[config.mk]
export PLATFORM = sky130hd
export DESIGN_NAME = serial_sub_8bit_flat
export DESIGN_NICKNAME = d
export VERILOG_FILES = /design/src/rtl/serial_sub_8bit_if.sv /design/src/rtl/serial_sub_8bit.sv /design/src/flat_wrapper.sv
export SDC_FILE = /design/constraint.sdc
export NUM_CORES = 1
export LEC_CHECK = 0
export ABC_AREA = 1
export CORE_AREA = 2 2 41 80
export CTS_CLUSTER_SIZE = 25
export DETAILED_ROUTE_END_ITERATION = 7
export DIE_AREA = 0 0 43 82
export PLACE_DENSITY = 0.8
export SETUP_SLACK_MARGIN = 0.4
export SKIP_CTS_REPAIR_TIMING = 1
export SYNTH_ARGS = -nofsm -noshare
export SYNTH_HDL_FRONTEND = slang
export SYNTH_SLANG_ARGS = --single-unit
[constraint.sdc]
create_clock -name clk -period 3.2 [get_ports clk]
set_input_delay 0.32 -clock clk [delete_from_list [all_inputs] [get_ports clk]]
set_output_delay 0.32 -clock clk [all_outputs]
set_load 0.01 [all_outputs]
[src/rtl/serial_sub_8bit_if.sv]
// serial_sub_8bit_if: operand/result handshake bundle for the bit-serial subtractor
interface serial_sub_8bit_if #(parameter int WIDTH = 8);
  logic             in_valid;
  logic             in_ready;
  logic [WIDTH-1:0] x;
  logic [WIDTH-1:0] y;
  logic             bi;
  logic             out_valid;
  logic             out_ready;
  logic [WIDTH-1:0] d;
  logic             bo;
  logic             ovf;
  modport master (output in_valid, x, y, bi, out_ready, input in_ready, out_valid, d, bo, ovf);
  modport slave  (input in_valid, x, y, bi, out_ready, output in_ready, out_valid, d, bo, ovf);
endinterface

[src/rtl/serial_sub_8bit.sv]
// serial_sub_8bit: bit-serial x - y - bi, one full-adder slice per cycle, LSB first
module serial_sub_8bit #(
  parameter int WIDTH = 8
) (
  input  logic             clk,
  input  logic             rst_n,
  serial_sub_8bit_if.slave bus,
  output logic             busy
);
  localparam int CW = $clog2(WIDTH);
  localparam logic [1:0] IDLE = 2'd0;
  localparam logic [1:0] RUN  = 2'd1;
  localparam logic [1:0] DONE = 2'd2;
  logic [1:0]       state;
  logic [CW-1:0]    cnt;
  logic             carry;
  logic [WIDTH-1:0] xr, yr, dr;
  logic             bor, ovr;
  logic             a, b, s, co, last;
  always_comb begin
    a    = xr[cnt];
    b    = ~yr[cnt];
    s    = a ^ b ^ carry;
    co   = (a & b) | (a & carry) | (b & carry);
    last = cnt == CW'(WIDTH - 1);
  end
  always_ff @(posedge clk) begin
    if (!rst_n) begin
      state <= IDLE;
      cnt   <= '0;
      carry <= 1'b0;
      xr    <= '0;
      yr    <= '0;
      dr    <= '0;
      bor   <= 1'b0;
      ovr   <= 1'b0;
    end else begin
      case (state)
        IDLE: if (bus.in_valid) begin
          xr    <= bus.x;
          yr    <= bus.y;
          carry <= ~bus.bi;
          cnt   <= '0;
          state <= RUN;
        end
        RUN: begin
          dr[cnt] <= s;
          carry   <= co;
          cnt     <= cnt + 1'b1;
          if (last) begin
            state <= DONE;
            bor   <= ~co;
            ovr   <= (xr[WIDTH-1] != yr[WIDTH-1]) & (s != xr[WIDTH-1]);
          end
        end
        DONE: if (bus.out_ready) state <= IDLE;
        default: state <= IDLE;
      endcase
    end
  end
  assign bus.in_ready  = state == IDLE;
  assign bus.out_valid = state == DONE;
  assign bus.d         = dr;
  assign bus.bo        = bor;
  assign bus.ovf       = ovr;
  assign busy          = state == RUN;
endmodule

[src/flat_wrapper.sv]
// flat-port wrapper written by rule: the top's interface ports become plain ports
module serial_sub_8bit_flat 
#(
  parameter int WIDTH = 8
)
  (clk, rst_n, busy, bus_in_valid, bus_x, bus_y, bus_bi, bus_out_ready, bus_in_ready, bus_out_valid, bus_d, bus_bo, bus_ovf);
  serial_sub_8bit_if #(.WIDTH(WIDTH)) bus_i ();
  input  logic clk;
  input  logic rst_n;
  output logic busy;
  input wire logic [$bits(bus_i.in_valid)-1:0] bus_in_valid;
  input wire logic [$bits(bus_i.x)-1:0] bus_x;
  input wire logic [$bits(bus_i.y)-1:0] bus_y;
  input wire logic [$bits(bus_i.bi)-1:0] bus_bi;
  input wire logic [$bits(bus_i.out_ready)-1:0] bus_out_ready;
  output wire logic [$bits(bus_i.in_ready)-1:0] bus_in_ready;
  output wire logic [$bits(bus_i.out_valid)-1:0] bus_out_valid;
  output wire logic [$bits(bus_i.d)-1:0] bus_d;
  output wire logic [$bits(bus_i.bo)-1:0] bus_bo;
  output wire logic [$bits(bus_i.ovf)-1:0] bus_ovf;
  assign bus_i.in_valid = bus_in_valid;
  assign bus_i.x = bus_x;
  assign bus_i.y = bus_y;
  assign bus_i.bi = bus_bi;
  assign bus_i.out_ready = bus_out_ready;
  assign bus_in_ready = bus_i.in_ready;
  assign bus_out_valid = bus_i.out_valid;
  assign bus_d = bus_i.d;
  assign bus_bo = bus_i.bo;
  assign bus_ovf = bus_i.ovf;
  serial_sub_8bit #(.WIDTH(WIDTH)) u_core (.clk(clk), .rst_n(rst_n), .bus(bus_i), .busy(busy));
endmodule
==> impl_results.md <==
- Initial DRC count: 18
- Finished Layout Cells: 282
- Final wirelength: 3.02 mm
- WS Path Type: flop to flop
- Clk_lat worst skew: 0.29 ns
- Row count: 28
- Htree depth: 2
- Min Tclk post-route: 2.27 ns
- Share of post-route cells with drive strength above 1: 0.0556
- Yosys reg bits: 32
- Clock slew at reported path FFs: 0.07 ns
- First-pass GRT wire length: 5.04 mm
- DRC: 0
- Worst Clk Skew: 0.00374 ns
- CP Launch Point: u_core.cnt[0]$_SDFFE_PN0P_
- Cts bufs inserted: 5
- Final Wtd Congestion: 0.844
- Routed Antenna Nets: 0
- Top fanout value on the critical path: 16
- Switching share of power: 0.256
- RSZ-0062 raised after global routing: false
- Setup crit start kind: flop
- Count of cell types in the netlist: 24
- Max Slew Vio Count: 0
- Internal Power: 715 uW
- Avg WL per Cell: 10.7 um
- Number of instances in the placed design: 274
- Clk sinks: 32
- Clock network fraction of design power: 0.397
- P per Cell Area: 497 nW/um^2
- Flop2flop setup slack: 0.93 ns
- Top delay family on crit path: flip-flops
- Slowest-stage cell, CP: dfxtp_1
- Routed vias: 1392
- Core area: 2940 sq um
- Area delta synth->final: 30.8%
- Logic pwr share: 0.144
- Leak: 0.822 nW
- Crit path buf inv count: 2
- Syn nets: 239
- Tot GR Track Use: 0.191
- Number of synthesis warnings: 0
- Largest stage delay, worst path: 0.69 ns
- Most used cell, CP: nand2_1
- Antenna violations before repair: 0
- Sequential power share: 0.458
- Max Cap Viol: 0
- Die footprint: 3530 sq um
- PortBufs: 33
- Seq/Total Area, Yosys: 0.434
- Total power: 960 uW
- Fmax: 0.440 GHz
- Worst R2R Start: u_core.cnt[0]$_SDFFE_PN0P_
- Fin. Hold Viols: 0
- Number of cells on the critical path: 9
- DP HPWL: 2.36 mm
- Vias in the first global route: 1207
- Status: finished clean
- Grt total ovfl: 0
- Worst r2r dst: u_core.bus.ovf$_SDFFE_PN0P_
- Slew @ Worst Pin: 0.578 ns
- Clk buf depth: 2
- Worst hold path type: flop to flop
- Via density per instance: 4.94
- Hold_ws: 0.469 ns
- Pre-Repair DR Iteration Count: 4
- WP data required: 3.39 ns
- VDD IR max: 422 uV
- Tcrit/Tclk final: 0.710
- Nets: 275
- Max_slew headroom: 0.614
- Die height: 82 um
- Crit end category: flop
- Netlist Area Pre-Place: 1480 sq um
- Setup_tns: 0 ns
- Initial Util: 0.502
- Largest net degree at the start of global routing: 18
- Register-to-Register Path Depth: 9
- Antenna Diode Count: 0
- Root Driver: clkbuf_8
- TritonCTS clock tree: done
- Avg Cell Area, Syn: 6.87 sq um
- Post-synthesis cell count: 215
- I/O Pins: 34
- CP arrival: 2.46 ns
- Critical Path Sink: u_core.bus.ovf$_SDFFE_PN0P_
- Critical-path cell list: nand2_1, o211ai_1, nand4_1, fa_1, clkinv_1, nand3_1, nand3b_1, nand2_1, inv_1
- Width of the die: 43 um
- Switching power: 246 uW
- Final setup fails: 0
registers in the layout, summed over array words and instances, names as in the netlist:
| register | count |
|---|---|
| u_core.bus.bo | 1 |
| u_core.state | 2 |
| u_core.carry | 1 |
| u_core.bus.ovf | 1 |
| u_core.yr | 8 |
| u_core.bus.d | 8 |
| u_core.cnt | 3 |
| u_core.xr | 8 |
cells in the final DEF, fill, tap and decap left out, types with 2 or more instances in the layout:
cell type,netlist,routed
inv_1,20,20
o211ai_1,3,3
clkdlybuf4s50_1,0,33
ha_1,2,2
nor2_1,62,62
clkbuf_8,0,5
nor2_4,2,2
a21oi_1,10,10
o21ai_0,18,18
dfxtp_1,32,32
nand2_1,39,39
nand3_1,12,12
worst register-to-register path, stage by stage, from the launching register on:
cell	delay (ns)
dfxtp_1	0.69
nand2_1	0.11
o211ai_1	0.11
nand4_1	0.15
fa_1	0.59
clkinv_1	0.21
nand3_1	0.14
nand3b_1	0.08
nand2_1	0.06
inv_1	0.03
metal layers:
metal	global-route usage	routed length, um
met1	0.193	1140
met2	0.347	1670
met3	0.0462	104
met4	0.112	99
met5	0	0
layout make-up:
cell class                      instances  area (sq um)
Tap cell                               30          37.5
Multi-Input combinational cell        155           714
Timing Repair Buffer                   34           338
Clock buffer                            5          68.8
Sequential cell                        32           641
Inverter                               23          88.8
Clock inverter                          3          42.5
Fill cell                             276          1010
synthesized netlist by cell type, drive strengths merged:
| library cell | n | share of area |
|---|---|---|
| nor2 | 64 | 0.17 |
| nand2 | 40 | 0.11 |
| dfxtp | 32 | 0.43 |
| inv | 22 | 0.058 |
| o21ai | 18 | 0.061 |
| nand3 | 12 | 0.041 |
| a21oi | 10 | 0.034 |
| buf | 4 | 0.019 |
| o211ai | 3 | 0.015 |
| ha | 2 | 0.017 |
| or2 | 2 | 0.0085 |
| clkbuf | 1 | 0.0025 |
| clkinv | 1 | 0.0025 |
| fa | 1 | 0.014 |
| nand3b | 1 | 0.0051 |
| nand4 | 1 | 0.0042 |
| o21a | 1 | 0.0051 |
power groups by stage:
stage | combinational [mW] | sequential, mW | clock (mW)
after floorplan | 0.0926 | 0.443 | 0
after global placement | 0.137 | 0.448 | 0
after global routing | 0.157 | 0.443 | 0.409
after CTS | 0.140 | 0.440 | 0.391
after detailed placement | 0.140 | 0.449 | 0
final | 0.138 | 0.440 | 0.382
cells by family (layout without fill, tap and decap cells):
kind of cell | Yosys count | in the layout | share of synthesized area
AO/OA/AOI/OAI | 32 | 32 | 0.115
adder cells (fa/ha/maj) | 3 | 3 | 0.0305
buffers and inverters | 28 | 65 | 0.0822
flip-flops | 32 | 32 | 0.434
AND/OR/NAND/NOR | 120 | 120 | 0.338
worst min-delay path by stage:
stage                               startpoint                         end  slack, ns  cells past startpoint
floorplan            u_core.yr[1]$_SDFFE_PN0P_   u_core.yr[1]$_SDFFE_PN0P_       0.45                      2
global placement    u_core.bus.bo$_SDFFE_PN0P_  u_core.bus.bo$_SDFFE_PN0P_       0.46                      2
detailed placement  u_core.bus.bo$_SDFFE_PN0P_  u_core.bus.bo$_SDFFE_PN0P_       0.47                      2
CTS                 u_core.bus.bo$_SDFFE_PN0P_  u_core.bus.bo$_SDFFE_PN0P_       0.48                      2
global route        u_core.bus.bo$_SDFFE_PN0P_  u_core.bus.bo$_SDFFE_PN0P_       0.50                      2
finish              u_core.bus.bo$_SDFFE_PN0P_  u_core.bus.bo$_SDFFE_PN0P_       0.47                      2
through the flow:
stage	util	setup WS (ns)	area, sq um
2_1_floorplan	-	1.20	1480
3_3_place_gp	0.618	1.01	1820
3_5_place_dp	0.618	0.958	1820
4_1_cts	0.656	0.931	1930
5_1_grt	0.656	0.719	1930
6_report	0.656	0.929	1930
No activity file was read; power rests on OpenSTA's default activity.
